==> config.mk <==
export PLATFORM = sky130hd
export DESIGN_NAME = baud_gen_prog
export DESIGN_NICKNAME = d
export VERILOG_FILES = /design/src/rtl/baud_gen_prog.sv
export SDC_FILE = /design/constraint.sdc
export NUM_CORES = 1
export LEC_CHECK = 0
export BUFFER_PORTS_ARGS = -buffer_cell sky130_fd_sc_hd__buf_2
export CORE_UTILIZATION = 60
export DETAILED_ROUTE_END_ITERATION = 16
export PLACE_DENSITY = 0.81
export SLEW_MARGIN = 0
export SYNTH_ARGS = -nofsm -noshare
export SYNTH_HDL_FRONTEND = slang
export SYNTH_SLANG_ARGS = --single-unit
==> constraint.sdc <==
create_clock -name clk -period 6.47 [get_ports clk]
set_input_delay 0.3235 -clock clk [delete_from_list [all_inputs] [get_ports clk]]
set_output_delay 0.3235 -clock clk [all_outputs]
set_load 0.01 [all_outputs]
==> src/rtl/baud_gen_prog.sv <==
// baud_gen_prog: runtime-programmable UART oversample / bit / mid-bit tick generator.
// Latency: ticks are registered, one clk after the phase counter wraps; config applies at bit boundaries.
// Backpressure: none; ticks are free-running strobes gated only by enable and resync.
// Optional fractional divisor accumulator: define BAUD_GEN_FRAC_EN.

module baud_gen_prog #(
  parameter int DIV_INT_W        = 16,
  parameter int DIV_FRAC_W       = 4,
  parameter int OSR_W            = 5,
  parameter int DEFAULT_DIV_INT  = 325,
  parameter int DEFAULT_DIV_FRAC = 8,
  parameter int DEFAULT_OSR      = 16
) (
  input  logic                  clk,
  input  logic                  rst_n,
  input  logic                  enable,
  input  logic [DIV_INT_W-1:0]  cfg_div_int,
  input  logic [DIV_FRAC_W-1:0] cfg_div_frac,
  input  logic [OSR_W-1:0]      cfg_osr,
  input  logic                  cfg_load,
  output logic                  cfg_pending,
  input  logic                  resync,
  output logic                  tick_os,
  output logic                  tick_bit,
  output logic                  tick_mid,
  output logic [OSR_W-1:0]      os_idx
);

  // Smallest divisor / ratio that still leaves room for distinct mid and bit ticks.
  localparam logic [DIV_INT_W-1:0] DIV_MIN = DIV_INT_W'(2);
  localparam logic [OSR_W-1:0]     OSR_MIN = OSR_W'(4);

  function automatic logic [DIV_INT_W-1:0] clamp_div(input logic [DIV_INT_W-1:0] d);
    return (d < DIV_MIN) ? DIV_MIN : d;
  endfunction

  function automatic logic [OSR_W-1:0] clamp_osr(input logic [OSR_W-1:0] o);
    return (o < OSR_MIN) ? OSR_MIN : o;
  endfunction

  // Active and shadow configuration
  logic [DIV_INT_W-1:0] r_div_int;
  logic [DIV_INT_W-1:0] r_sh_div_int;
  logic [OSR_W-1:0]     r_osr;
  logic [OSR_W-1:0]     r_sh_osr;
  logic                 r_pending;

  // Phase state and registered strobes
  logic [DIV_INT_W-1:0] r_os_cnt;
  logic [OSR_W-1:0]     r_os_idx;
  logic                 r_tick_os;
  logic                 r_tick_bit;
  logic                 r_tick_mid;

  logic                 w_carry;
  logic [DIV_INT_W-1:0] w_last_cnt;
  logic                 w_wrap;
  logic                 w_idx_last;
  logic [OSR_W-1:0]     w_idx_next;
  logic                 w_boundary;
  logic                 w_apply;

`ifdef BAUD_GEN_FRAC_EN
  logic [DIV_FRAC_W-1:0] r_div_frac;
  logic [DIV_FRAC_W-1:0] r_sh_div_frac;
  logic [DIV_FRAC_W-1:0] r_acc;
  logic                  r_carry;
  logic                  r_start;
  logic [DIV_FRAC_W:0]   w_sum;

  // The accumulator add happens in the first cycle of each period; its carry
  // is used straight away (a period is at least 2 clks, so no wrap can occur
  // in that cycle) and is then held for the rest of the period.
  assign w_sum   = {1'b0, r_acc} + {1'b0, r_div_frac};
  assign w_carry = r_start ? w_sum[DIV_FRAC_W] : r_carry;

  // Fractional accumulator: restarted on disable/resync, stepped once per period.
  always_ff @(posedge clk or negedge rst_n) begin
    if (!rst_n) begin
      r_acc   <= '0;
      r_carry <= 1'b0;
      r_start <= 1'b1;
    end else if (!enable || resync) begin
      r_acc   <= '0;
      r_carry <= 1'b0;
      r_start <= 1'b1;
    end else if (w_wrap) begin
      r_start <= 1'b1;
    end else if (r_start) begin
      r_acc   <= w_sum[DIV_FRAC_W-1:0];
      r_carry <= w_sum[DIV_FRAC_W];
      r_start <= 1'b0;
    end
  end

  // Fractional part of the shadow/active configuration.
  always_ff @(posedge clk or negedge rst_n) begin
    if (!rst_n) begin
      r_div_frac    <= DIV_FRAC_W'(DEFAULT_DIV_FRAC);
      r_sh_div_frac <= '0;
    end else begin
      if (cfg_load) begin
        r_sh_div_frac <= cfg_div_frac;
      end
      if (w_apply) begin
        if (cfg_load) begin
          r_div_frac <= cfg_div_frac;
        end else if (r_pending) begin
          r_div_frac <= r_sh_div_frac;
        end
      end
    end
  end
`else
  logic w_unused_frac;

  // Integer-only build: fractional inputs have no effect.
  assign w_carry       = 1'b0;
  assign w_unused_frac = (^cfg_div_frac) ^ (DEFAULT_DIV_FRAC != 0);
`endif

  assign w_last_cnt = r_div_int - DIV_INT_W'(1) + DIV_INT_W'(w_carry);
  assign w_wrap     = enable && (r_os_cnt == w_last_cnt);
  assign w_idx_last = (r_os_idx == (r_osr - OSR_W'(1)));
  assign w_idx_next = w_idx_last ? '0 : (r_os_idx + OSR_W'(1));
  // resync overrides a coincident wrap, so it never produces a boundary
  assign w_boundary = w_wrap && !resync && w_idx_last;
  assign w_apply    = !enable || w_boundary;

  // Phase counter, oversample index and registered tick strobes.
  always_ff @(posedge clk or negedge rst_n) begin
    if (!rst_n) begin
      r_os_cnt   <= '0;
      r_os_idx   <= '0;
      r_tick_os  <= 1'b0;
      r_tick_bit <= 1'b0;
      r_tick_mid <= 1'b0;
    end else if (!enable || resync) begin
      r_os_cnt   <= '0;
      r_os_idx   <= '0;
      r_tick_os  <= 1'b0;
      r_tick_bit <= 1'b0;
      r_tick_mid <= 1'b0;
    end else if (w_wrap) begin
      r_os_cnt   <= '0;
      r_os_idx   <= w_idx_next;
      r_tick_os  <= 1'b1;
      r_tick_bit <= w_idx_last;
      r_tick_mid <= (w_idx_next == (r_osr >> 1));
    end else begin
      r_os_cnt   <= r_os_cnt + DIV_INT_W'(1);
      r_tick_os  <= 1'b0;
      r_tick_bit <= 1'b0;
      r_tick_mid <= 1'b0;
    end
  end

  // Shadow capture and activation at bit boundaries or while disabled.
  always_ff @(posedge clk or negedge rst_n) begin
    if (!rst_n) begin
      r_div_int    <= DIV_INT_W'(DEFAULT_DIV_INT);
      r_osr        <= OSR_W'(DEFAULT_OSR);
      r_sh_div_int <= '0;
      r_sh_osr     <= '0;
      r_pending    <= 1'b0;
    end else begin
      if (cfg_load) begin
        r_sh_div_int <= cfg_div_int;
        r_sh_osr     <= cfg_osr;
      end
      if (w_apply) begin
        // a load landing on the boundary bypasses the shadow entirely
        if (cfg_load) begin
          r_div_int <= clamp_div(cfg_div_int);
          r_osr     <= clamp_osr(cfg_osr);
        end else if (r_pending) begin
          r_div_int <= clamp_div(r_sh_div_int);
          r_osr     <= clamp_osr(r_sh_osr);
        end
        r_pending <= 1'b0;
      end else if (cfg_load) begin
        r_pending <= 1'b1;
      end
    end
  end

  assign cfg_pending = r_pending;
  assign tick_os     = r_tick_os;
  assign tick_bit    = r_tick_bit;
  assign tick_mid    = r_tick_mid;
  assign os_idx      = r_os_idx;

endmodule
==> key figures, run 1 <==
Routing
  • Top Metal Used: met4
  • Metal3 WL: 290 um
  • DRT antenna net count: 0
  • M1 WL: roughly 3400 um
  • Avg WL per Cell: between 15 and 20 um
  • Drt pass-1 iters: 4
  • Vias/cell: approximately 5.8
  • WL final: ~7200 um
  • DRC: 0
  • Met2 routed WL: about 3400 um
  • DR vias: approximately 2700
  • 1st-iter DRT viols: ~150

Worst setup path
  • CP endpoint: r_div_int[5]
  • Worst setup SP type: register
  • RR Endpoint: r_div_int[5]
  • WP data arrival: 3.74 ns
  • Crit path kind: reg -> reg
  • CP Data Required Time: around 6.7 ns
  • CP max-delay cell: a31oi_4
  • Max FO, Critical Path: 21
  • Max incr delay on CP: around 0.79 ns
  • Critical Path Stages: 10
  • Critical path origin: r_div_int[1]
  • CP Capture Type: register
  • Crit path cell chain: inv_1, ha_1, nor3b_1, o2111ai_1, a221o_1, o2111ai_1, a2111oi_2, buf_4, a31oi_4, mux2_1
  • R2R setup slack: around 3.0 ns
  • Reg2reg path depth: 10
  • Reg2reg start: r_div_int[1]
  • Most frequent CP cell: o2111ai_1
  • CP top delay family: compound AO/OA/AOI/OAI gates
  • Bufs and invs on worst path: 2

Die
  • Die area: ~6600 um2
  • Core Region: around 6000 um2
  • Die Wd: just over 80 um
  • FP Rows: 28
  • Starting Density: 0.628
  • Die Ht: about 80 um
  • Io pins: 39

STA
  • Final worst path period need: approximately 3.5 ns
  • F_max: 285 MHz
  • Crit share post-route: 0.542
  • Setup Skew: 0.00497 ns
  • Unrepaired setup endpoints after global routing: no
  • Final Hold Vio Count: 0
  • Worst-margin pin slew: around 0.98 ns
  • Fin. max-slew vios: 0
  • Setup TNS: 0 ns
  • Worst relative slew slack: 0.350
  • Endpoints failing setup: 0

Finish
  • Antenna Cells: 0
  • Final nets: about 400
  • Synthesis-to-finish area growth: 10.8%
  • Non-Filler Instances: approximately 460
  • Post-layout utilization of the core: 0.695
  • Layout cells sized above 1: 0.272

Global route
  • Number of global-route vias before repair: about 2500
  • Grt ovf: 0
  • Initial antenna violation count: 0
  • Total GRT Usage: 0.251
  • Largest net degree at the start of global routing: roughly 70
  • Global-route wire length before repair: around 12000 um

Clock network
  • Clock Tree Buf Depth: 2
  • Hold buffer count at cts: 0
  • CTS tree: built
  • Reg clk slew, reported paths: 0.07 ns
  • CTS Root Cell: clkbuf_8
  • Latest clock arrival within the worst-skew pair: about 0.35 ns
  • Cts bufs inserted: 9
  • Post-CTS Setup Inserts: 0
  • CTS Sinks: 67
  • Post-CTS Resized: 0
  • H-tree lvl count: 3

Logic synthesis
  • Post-synth EDFFs: 0
  • Sequential element share of the synthesized area: 0.450
  • Prevailing post-synth register cell: dfrtp_1
  • Top post-synthesis cells by count: dfrtp_1, nor2_1, xnor2_1
  • Area share of the largest cell type after synthesis: 0.415
  • Yosys warns: 0
  • Most area-consuming cells after synthesis: dfrtp_1, mux2_4, mux2_2
  • Post-synthesis cell count: 345
  • Area leader, netlist: dfrtp_1
  • Register bit total from synthesis: 67
  • Async set or reset register ratio after synthesis: 1.00
  • Synth cell types: 58
  • Net Count, Synth: around 380
  • Synth Area per Inst: 10.8 um2
  • Count leader, synth: dfrtp_1
  • Syn Std Cell Area: about 3700 um2

Pwr
  • Pwr Density: roughly 260 nW/um2
  • P_leak: about 1.8 nW
  • Max VDD drop: 0.204 mV

Placement
  • Gpl congestion: 0.816
  • Dpl cells: between 400 and 500
  • IO buf count: 34
  • Hpwl dp: 5160 um

Run status
  • Status: finished clean

Run
  • Max_cap viols: 0

Hold path
  • Worst hold-check path type: in -> async
sequential cells by signal, summed over array words and instances, names as in the netlist:
signal,flops
r_osr,5
os_idx,5
r_div_int,16
tick_bit,1
r_os_cnt,16
r_sh_osr,5
cfg_pending,1
r_sh_div_int,16
tick_os,1
tick_mid,1
per-layer routing:
metal / global-route usage / up-vias
met3: 0.0483 / 12
met4: 0.102 / 0
met5: 0 / -
met2: 0.397 / 71
met1: 0.338 / 1285
li1: - / 1299
report_power, final:
part / internal (mW) / switching (mW) / total [mW]
Combinational: 0.102 / 0.0861 / 0.188
Clock: 0.198 / 0.166 / 0.365
Sequential: 0.463 / 0.0551 / 0.519
Total: 0.764 / 0.308 / 1.07
worst min-delay path by stage:
stage,from,end,depth (start not counted)
after global routing,cfg_osr[0],r_sh_osr[0],3
after global placement,r_sh_osr[1],r_sh_osr[1],2
after CTS,rst_n,r_osr[2],2
after floorplan,rst_n,cfg_pending,0
final,rst_n,tick_os,2
after detailed placement,r_sh_osr[0],r_sh_osr[0],2
per-stage QoR:
step                cell area, um2  total power [mW]  hold WS (ns)  worst slack (ns)
floorplan                     3740             0.660        0.0279              3.62
global placement              3940             0.703         0.466              3.05
detailed placement            3940             0.712         0.473              3.01
CTS                           4140              1.07         0.182              2.98
global route                  4140              1.12         0.206              2.70
finish                        4140              1.07         0.134              2.96
cell usage in the layout, fill, tap and decap left out, drive strengths merged, types with 6 or more instances in the layout:
master	Yosys	routed
dfrtp	62	62
mux2	38	38
buf	7	37
nor2	36	36
xnor2	21	21
xor2	19	19
nand2	15	15
nand3	15	15
nor3	14	14
nor4	12	12
clkbuf	9	12
inv	10	10
nand4	8	8
nand2b	8	8
mux2i	6	6
cell families after synthesis:
| kind of cell | share of synthesized area |
|---|---|
| xor gates and xnor gates | 0.0937 |
| and+or+nand+nor | 0.195 |
| muxes | 0.149 |
| adders and majority gates | 0.0134 |
| buffers and inverters | 0.0338 |
| DFF | 0.450 |
| AOI/OAI and AO/OA | 0.0649 |
cell type report:
type,count,area [um2]
Tap cell,75,93.8
Fill cell,450,1810
Inverter,10,37.5
Timing Repair Buffer,37,193
Sequential cell,67,1680
Clock buffer,12,155
Clock inverter,4,50.0
Multi-Input combinational cell,252,1930
Note: power is estimated with default switching activity, not from simulation.
==> inputs of run 2 (changes only) <==
- CORE_UTILIZATION: 60 -> 53
- PLACE_DENSITY: 0.81 -> 0.76
- clock period: 6.47 -> 3.05 ns (I/O delays scaled with it)
==> key figures, run 2 (synthesized netlist as in run 1, its figures left out) <==
Worst setup path
  • Crit path kind: reg -> reg (unchanged)
  • Max FO, Critical Path: 10 (was 21)
  • CP Capture Type: register (unchanged)
  • CP Data Required Time: 3.29 ns (was 6.71 ns)
  • CP endpoint: r_osr[3] (was r_div_int[5])
  • RR Endpoint: r_osr[3] (was r_div_int[5])
  • R2R setup slack: 0.07 ns (was 2.96 ns)
  • Reg2reg start: r_div_int[1] (unchanged)
  • Critical path origin: r_div_int[1] (unchanged)
  • WP data arrival: 3.22 ns (was 3.74 ns)
  • Worst setup SP type: register (unchanged)
  • Reg2reg path depth: 9 (was 10)

Routing
  • DR vias: 2708 (was 2667)
  • Avg WL per Cell: 15.8 um (about the same)
  • DRT antenna net count: 0 (unchanged)
  • Drt pass-1 iters: 6 (was 4)
  • DRC: 0 (unchanged)
  • 1st-iter DRT viols: 139 (was 151)
  • Vias/cell: 5.56 (was 5.84)
  • WL final: 7720 um (was 7230 um)

STA
  • Fin. max-slew vios: 0 (unchanged)
  • Worst relative slew slack: 0.586 (was 0.350)
  • Endpoints failing setup: 0 (unchanged)
  • Crit share post-route: 0.977 (was 0.542)
  • Setup Skew: 0.0119 ns (was 0.00497 ns)
  • Final worst path period need: 2.98 ns (was 3.51 ns)
  • Worst Slack Setup Final: 0.0688 ns (was 2.96 ns)
  • Worst-margin pin slew: 0.621 ns (was 0.976 ns)
  • Worst hold slack: 0.0229 ns (was 0.134 ns)
  • Final Hold Vio Count: 0 (unchanged)
  • F_max: 335 MHz (was 285 MHz)

Finish
  • Antenna Cells: 0 (unchanged)
  • Final nets: 420 (was 411)
  • Non-Filler Instances: 487 (was 457)
  • Top Registers: r_div_int (16), r_os_cnt (16), r_sh_div_int (16) (unchanged)
  • Synthesis-to-finish area growth: 15.8% (was 10.8%)
  • Most frequent cells in the layout: dfrtp_1, nor2_1, buf_2, xnor2_1 (unchanged)
  • Commonest non-fill, non-tap cell in the layout: dfrtp_1 (unchanged)
  • Layout cells sized above 1: 0.304 (was 0.272)

Clock network
  • Reg clk slew, reported paths: 0.07 ns (about the same)
  • Latest clock arrival within the worst-skew pair: 0.36 ns (was 0.35 ns)
  • CTS tree: built (unchanged)
  • Clock Tree Buf Depth: 2 (unchanged)
  • Post-CTS Setup Inserts: 0 (unchanged)
  • CTS Sinks: 67 (unchanged)
  • CTS Root Cell: clkbuf_8 (unchanged)
  • Cts bufs inserted: 9 (unchanged)
  • H-tree lvl count: 3 (unchanged)

Placement
  • IO buf count: 34 (unchanged)
  • Gpl congestion: 0.869 (was 0.816)
  • Hpwl dp: 5390 um (was 5160 um)
  • Dpl cells: 469 (was 441)
  • Placement Setup Slack: 0.0206 ns (was 3.01 ns)

Die
  • Io pins: 39 (unchanged)
  • Die Wd: 86.0 um (was 80.9 um)
  • Starting Density: 0.550 (was 0.628)
  • FP Rows: 30 (was 28)
  • Die Ht: 86.0 um (was 80.9 um)
  • Die area: 7390 um2 (was 6550 um2)
  • Core Region: 6790 um2 (was 5960 um2)

Global route
  • Number of global-route vias before repair: 2605 (was 2548)
  • Initial antenna violation count: 0 (unchanged)
  • Grt ovf: 0 (unchanged)
  • Global-route wire length before repair: 12700 um (was 12100 um)
  • Total GRT Usage: 0.225 (was 0.251)
  • Largest net degree at the start of global routing: 48 (was 68)

Hold path
  • Worst hold-check path type: in -> reg (was in -> async)

Run status
  • Status: finished clean (unchanged)

Pwr
  • Pwr Density: 547 nW/um2 (was 259 nW/um2)
  • Max VDD drop: 0.336 mV (was 0.204 mV)
  • P_leak: 1.88 nW (was 1.80 nW)

Run
  • Max_cap viols: 0 (unchanged)
## run 2: cell count changes in the layout (fill, tap and decap cells not counted), sizes merged
cell,delta
clkinvlp,-1
bufinv,+1
clkbuf,-1
buf,+7
clkinv,+2
dlygate4sd3,+1
## run 2: worst max-delay path: stages (launching register included)
cell       delay (ns)
dfrtp_1          0.42
or4_4            0.60
nor4b_1          0.38
o21a_1           0.17
nor3_1           0.06
a2111oi_2        0.42
buf_4            0.20
a31oi_4          0.12
clkbuf_16        0.21
mux2_4           0.29
## run 2: what timing repair did
item | CTS | global route
hold buffers | 1 | 0
pin swaps | 0 | 1
gates resized for setup | 2 | 9
endpoints found under the hold margin | 20 | 0
gates cloned | 0 | 1
setup endpoints to repair | 2 | 39
## run 2: worst min-delay path by stage
stage                        endpoint  slack (ns)  startpoint  cells past startpoint
after detailed placement  r_sh_osr[4]        0.12       rst_n                      1
after global placement    r_sh_osr[2]        0.12       rst_n                      1
after floorplan           cfg_pending       -0.14       rst_n                      0
after global routing      r_sh_osr[1]        0.04  cfg_osr[1]                      3
final                     r_sh_osr[1]        0.02  cfg_osr[1]                      3
after CTS                 r_sh_osr[1]       0.007  cfg_osr[1]                      3
## run 2: stage by stage
stage	total power [mW]	instance area (um2)	TNS, ns	util
after floorplan	1.40	3740	0	-
after global placement	1.51	4030	0	0.593
after detailed placement	1.53	4030	0	0.593
after CTS	2.36	4260	0	0.628
after global routing	2.48	4330	-0.00714	0.637
final	2.37	4330	0	0.637
## run 2: report_power, final
part           switching (mW)  internal, mW  leakage (nW)
combinational           0.214         0.246         0.942
clock                   0.361         0.462         0.106
sequential              0.103         0.983         0.834
total                   0.679          1.69          1.88
## run 2: cell type report
class,instances,area (um2)
Timing Repair Buffer,46,293
Clock buffer,10,128
Multi-Input combinational cell,252,1980
Tap cell,96,120
Clock inverter,6,90.1
Inverter,10,37.5
Fill cell,527,2460
Sequential cell,67,1680
## run 2: routing by layer
layer	vias to the layer above	global-route usage	part of all wire
li1	1319	-	-
met1	1310	0.317	0.47
met2	64	0.345	0.46
met3	15	0.0356	0.043
met4	0	0.100	0.020
met5	-	0	0
==> inputs of run 3 (changes only) <==
- CORE_ASPECT_RATIO: not set -> 2
==> key figures, run 3 (synthesized netlist as in run 1, its figures left out) <==
Routing
  • Drt pass-1 iters: 4 (was 6)
  • 1st-iter DRT viols: 113 (was 139)
  • DRC: 0 (unchanged)
  • Vias/cell: 5.66 (was 5.56)
  • WL final: 8390 um (was 7720 um)
  • DRT antenna net count: 0 (unchanged)
  • Avg WL per Cell: 17.2 um (was 15.8 um)
  • DR vias: 2760 (was 2708)

Worst setup path
  • R2R setup slack: 0.10 ns (was 0.07 ns)
  • CP max-delay cell: or4_4 (unchanged)
  • Max incr delay on CP: 0.59 ns (was 0.60 ns)
  • Critical Path Stages: 9 (unchanged)
  • WP data arrival: 3.16 ns (was 3.22 ns)
  • Worst setup SP type: register (unchanged)
  • Crit path cell chain: or4_4, nor3_2, mux2i_1, o31ai_2, a2111oi_4, buf_4, a31oi_4, buf_12, mux2_1 (was or4_4, nor4b_1, o21a_1, nor3_1, a2111oi_2, buf_4, a31oi_4, clkbuf_16, mux2_4)
  • Crit path kind: reg -> reg (unchanged)
  • CP endpoint: r_div_int[5] (was r_osr[3])
  • CP top delay family: simple AND/OR/NAND/NOR gates (unchanged)
  • Reg2reg start: r_div_int[1] (unchanged)
  • Critical path origin: r_div_int[1] (unchanged)
  • CP Data Required Time: 3.26 ns (was 3.29 ns)
  • CP Capture Type: register (unchanged)
  • Bufs and invs on worst path: 2 (unchanged)
  • Reg2reg path depth: 9 (unchanged)
  • RR Endpoint: r_div_int[5] (was r_osr[3])
  • Max FO, Critical Path: 21 (was 10)

Clock network
  • Latest clock arrival within the worst-skew pair: 0.33 ns (was 0.36 ns)
  • Cts bufs inserted: 9 (unchanged)
  • CTS tree: built (unchanged)
  • Reg clk slew, reported paths: 0.06 ns (was 0.07 ns)
  • CTS Sinks: 67 (unchanged)
  • Clock Tree Buf Depth: 2 (unchanged)
  • H-tree lvl count: 3 (unchanged)
  • CTS Root Cell: clkbuf_16 (was clkbuf_8)

STA
  • Endpoints failing setup: 0 (unchanged)
  • Final Hold Vio Count: 0 (unchanged)
  • Fin. max-slew vios: 0 (unchanged)
  • Crit share post-route: 0.967 (was 0.977)
  • Setup Skew: 0.00627 ns (was 0.0119 ns)
  • Worst relative slew slack: 0.432 (was 0.586)
  • Worst-margin pin slew: 0.852 ns (was 0.621 ns)
  • Final worst path period need: 2.95 ns (was 2.98 ns)
  • F_max: 339 MHz (was 335 MHz)
  • Setup TNS: 0 ns (unchanged)

Die
  • Core Region: 6890 um2 (was 6790 um2)
  • FP Rows: 43 (was 30)
  • Die Ht: 121 um (was 86.0 um)
  • Die Wd: 61.4 um (was 86.0 um)
  • Die area: 7410 um2 (was 7390 um2)
  • Starting Density: 0.543 (was 0.550)
  • Io pins: 39 (unchanged)

Pwr
  • P_leak: 1.93 nW (was 1.88 nW)
  • Total power: 2.58 mW (was 2.37 mW)
  • Pwr Density: 581 nW/um2 (was 547 nW/um2)
  • Max VDD drop: 0.380 mV (was 0.336 mV)

Global route
  • Initial antenna violation count: 0 (unchanged)
  • Largest net degree at the start of global routing: 40 (was 48)
  • Number of global-route vias before repair: 2865 (was 2605)
  • Global-route wire length before repair: 13500 um (was 12700 um)
  • Grt ovf: 0 (unchanged)
  • Total GRT Usage: 0.255 (was 0.225)

Run
  • Max_cap viols: 0 (unchanged)

Placement
  • Hpwl dp: 6140 um (was 5390 um)
  • Gpl congestion: 0.867 (was 0.869)
  • IO buf count: 34 (unchanged)

Finish
  • Fill cell count: 580 (was 527)
  • Top Registers: r_div_int (16), r_os_cnt (16), r_sh_div_int (16) (unchanged)
  • Synthesis-to-finish area growth: 18.7% (was 15.8%)
  • Layout cells sized above 1: 0.314 (was 0.304)
  • Final nets: 427 (was 420)
  • Antenna Cells: 0 (unchanged)
  • Most frequent cells in the layout: dfrtp_1, nor2_1, buf_2, xnor2_1 (unchanged)
  • Commonest non-fill, non-tap cell in the layout: dfrtp_1 (unchanged)

Hold path
  • Worst hold-check path type: in -> reg (unchanged)

Run status
  • Status: finished clean (unchanged)
-- run 3: per-stage QoR --
step | utilization | hold slack, ns | worst slack, ns | area, um2 | instances
after floorplan | - | -0.143 | 0.203 | 3740 | 345
after global placement | 0.585 | 0.298 | 0.102 | 4030 | 464
after detailed placement | 0.585 | 0.307 | 0.0348 | 4030 | 464
after CTS | 0.629 | 0.0350 | 0.0192 | 4330 | 481
after global routing | 0.644 | 0.0667 | -0.0156 | 4440 | 488
final | 0.644 | 0.0390 | 0.102 | 4440 | 488
-- run 3: cell type report --
| type | instances | area, um2 | share of cell area |
|---|---|---|---|
| clock buffer | 11 | 233 | 0.0524 |
| timing repair buffer | 53 | 332 | 0.0747 |
| tap | 90 | 113 | 0.0254 |
| clock inverter | 5 | 62.6 | 0.0141 |
| inverter | 10 | 37.5 | 0.00846 |
| multi-input combinational | 252 | 1980 | 0.446 |
| sequential | 67 | 1680 | 0.379 |
-- run 3: worst min path at each step --
| stage | from | depth (start not counted) | end |
|---|---|---|---|
| floorplan | rst_n | 0 | cfg_pending |
| global placement | rst_n | 1 | tick_bit |
| global route | cfg_osr[0] | 3 | r_sh_osr[0] |
| CTS | cfg_osr[0] | 3 | r_sh_osr[0] |
| detailed placement | rst_n | 1 | tick_bit |
| finish | cfg_osr[0] | 3 | r_sh_osr[0] |
-- run 3: power breakdown --
| group | switching, mW | internal [mW] |
|---|---|---|
| Sequential | 0.0943 | 0.985 |
| Clock | 0.382 | 0.637 |
| Combinational | 0.232 | 0.247 |
-- run 3: repair_timing --
| item | CTS | global route |
|---|---|---|
| hold buffers | 1 | 0 |
| buffers inserted | 0 | 6 |
| hold endpoints to repair | 35 | 0 |
| gates resized for setup | 0 | 9 |
| setup endpoints to repair | 0 | 20 |
-- run 3: worst reg2reg max path: cells and delay by family (launching register included) --
kind            cells  cell delay [ns]
compound gates      3             0.61
buf+inv             2             0.39
flops               1             0.41
mux                 2             0.60
simple gates        2             0.83
-- run 3: routing by layer --
layer,vias up,part of all wire,GRT usage,wire length (um)
met5,-,0,0,0
met4,0,0.027,0.122,230
met3,15,0.021,0.0492,179
met2,43,0.60,0.476,5000
met1,1376,0.36,0.248,2990
li1,1326,-,-,-
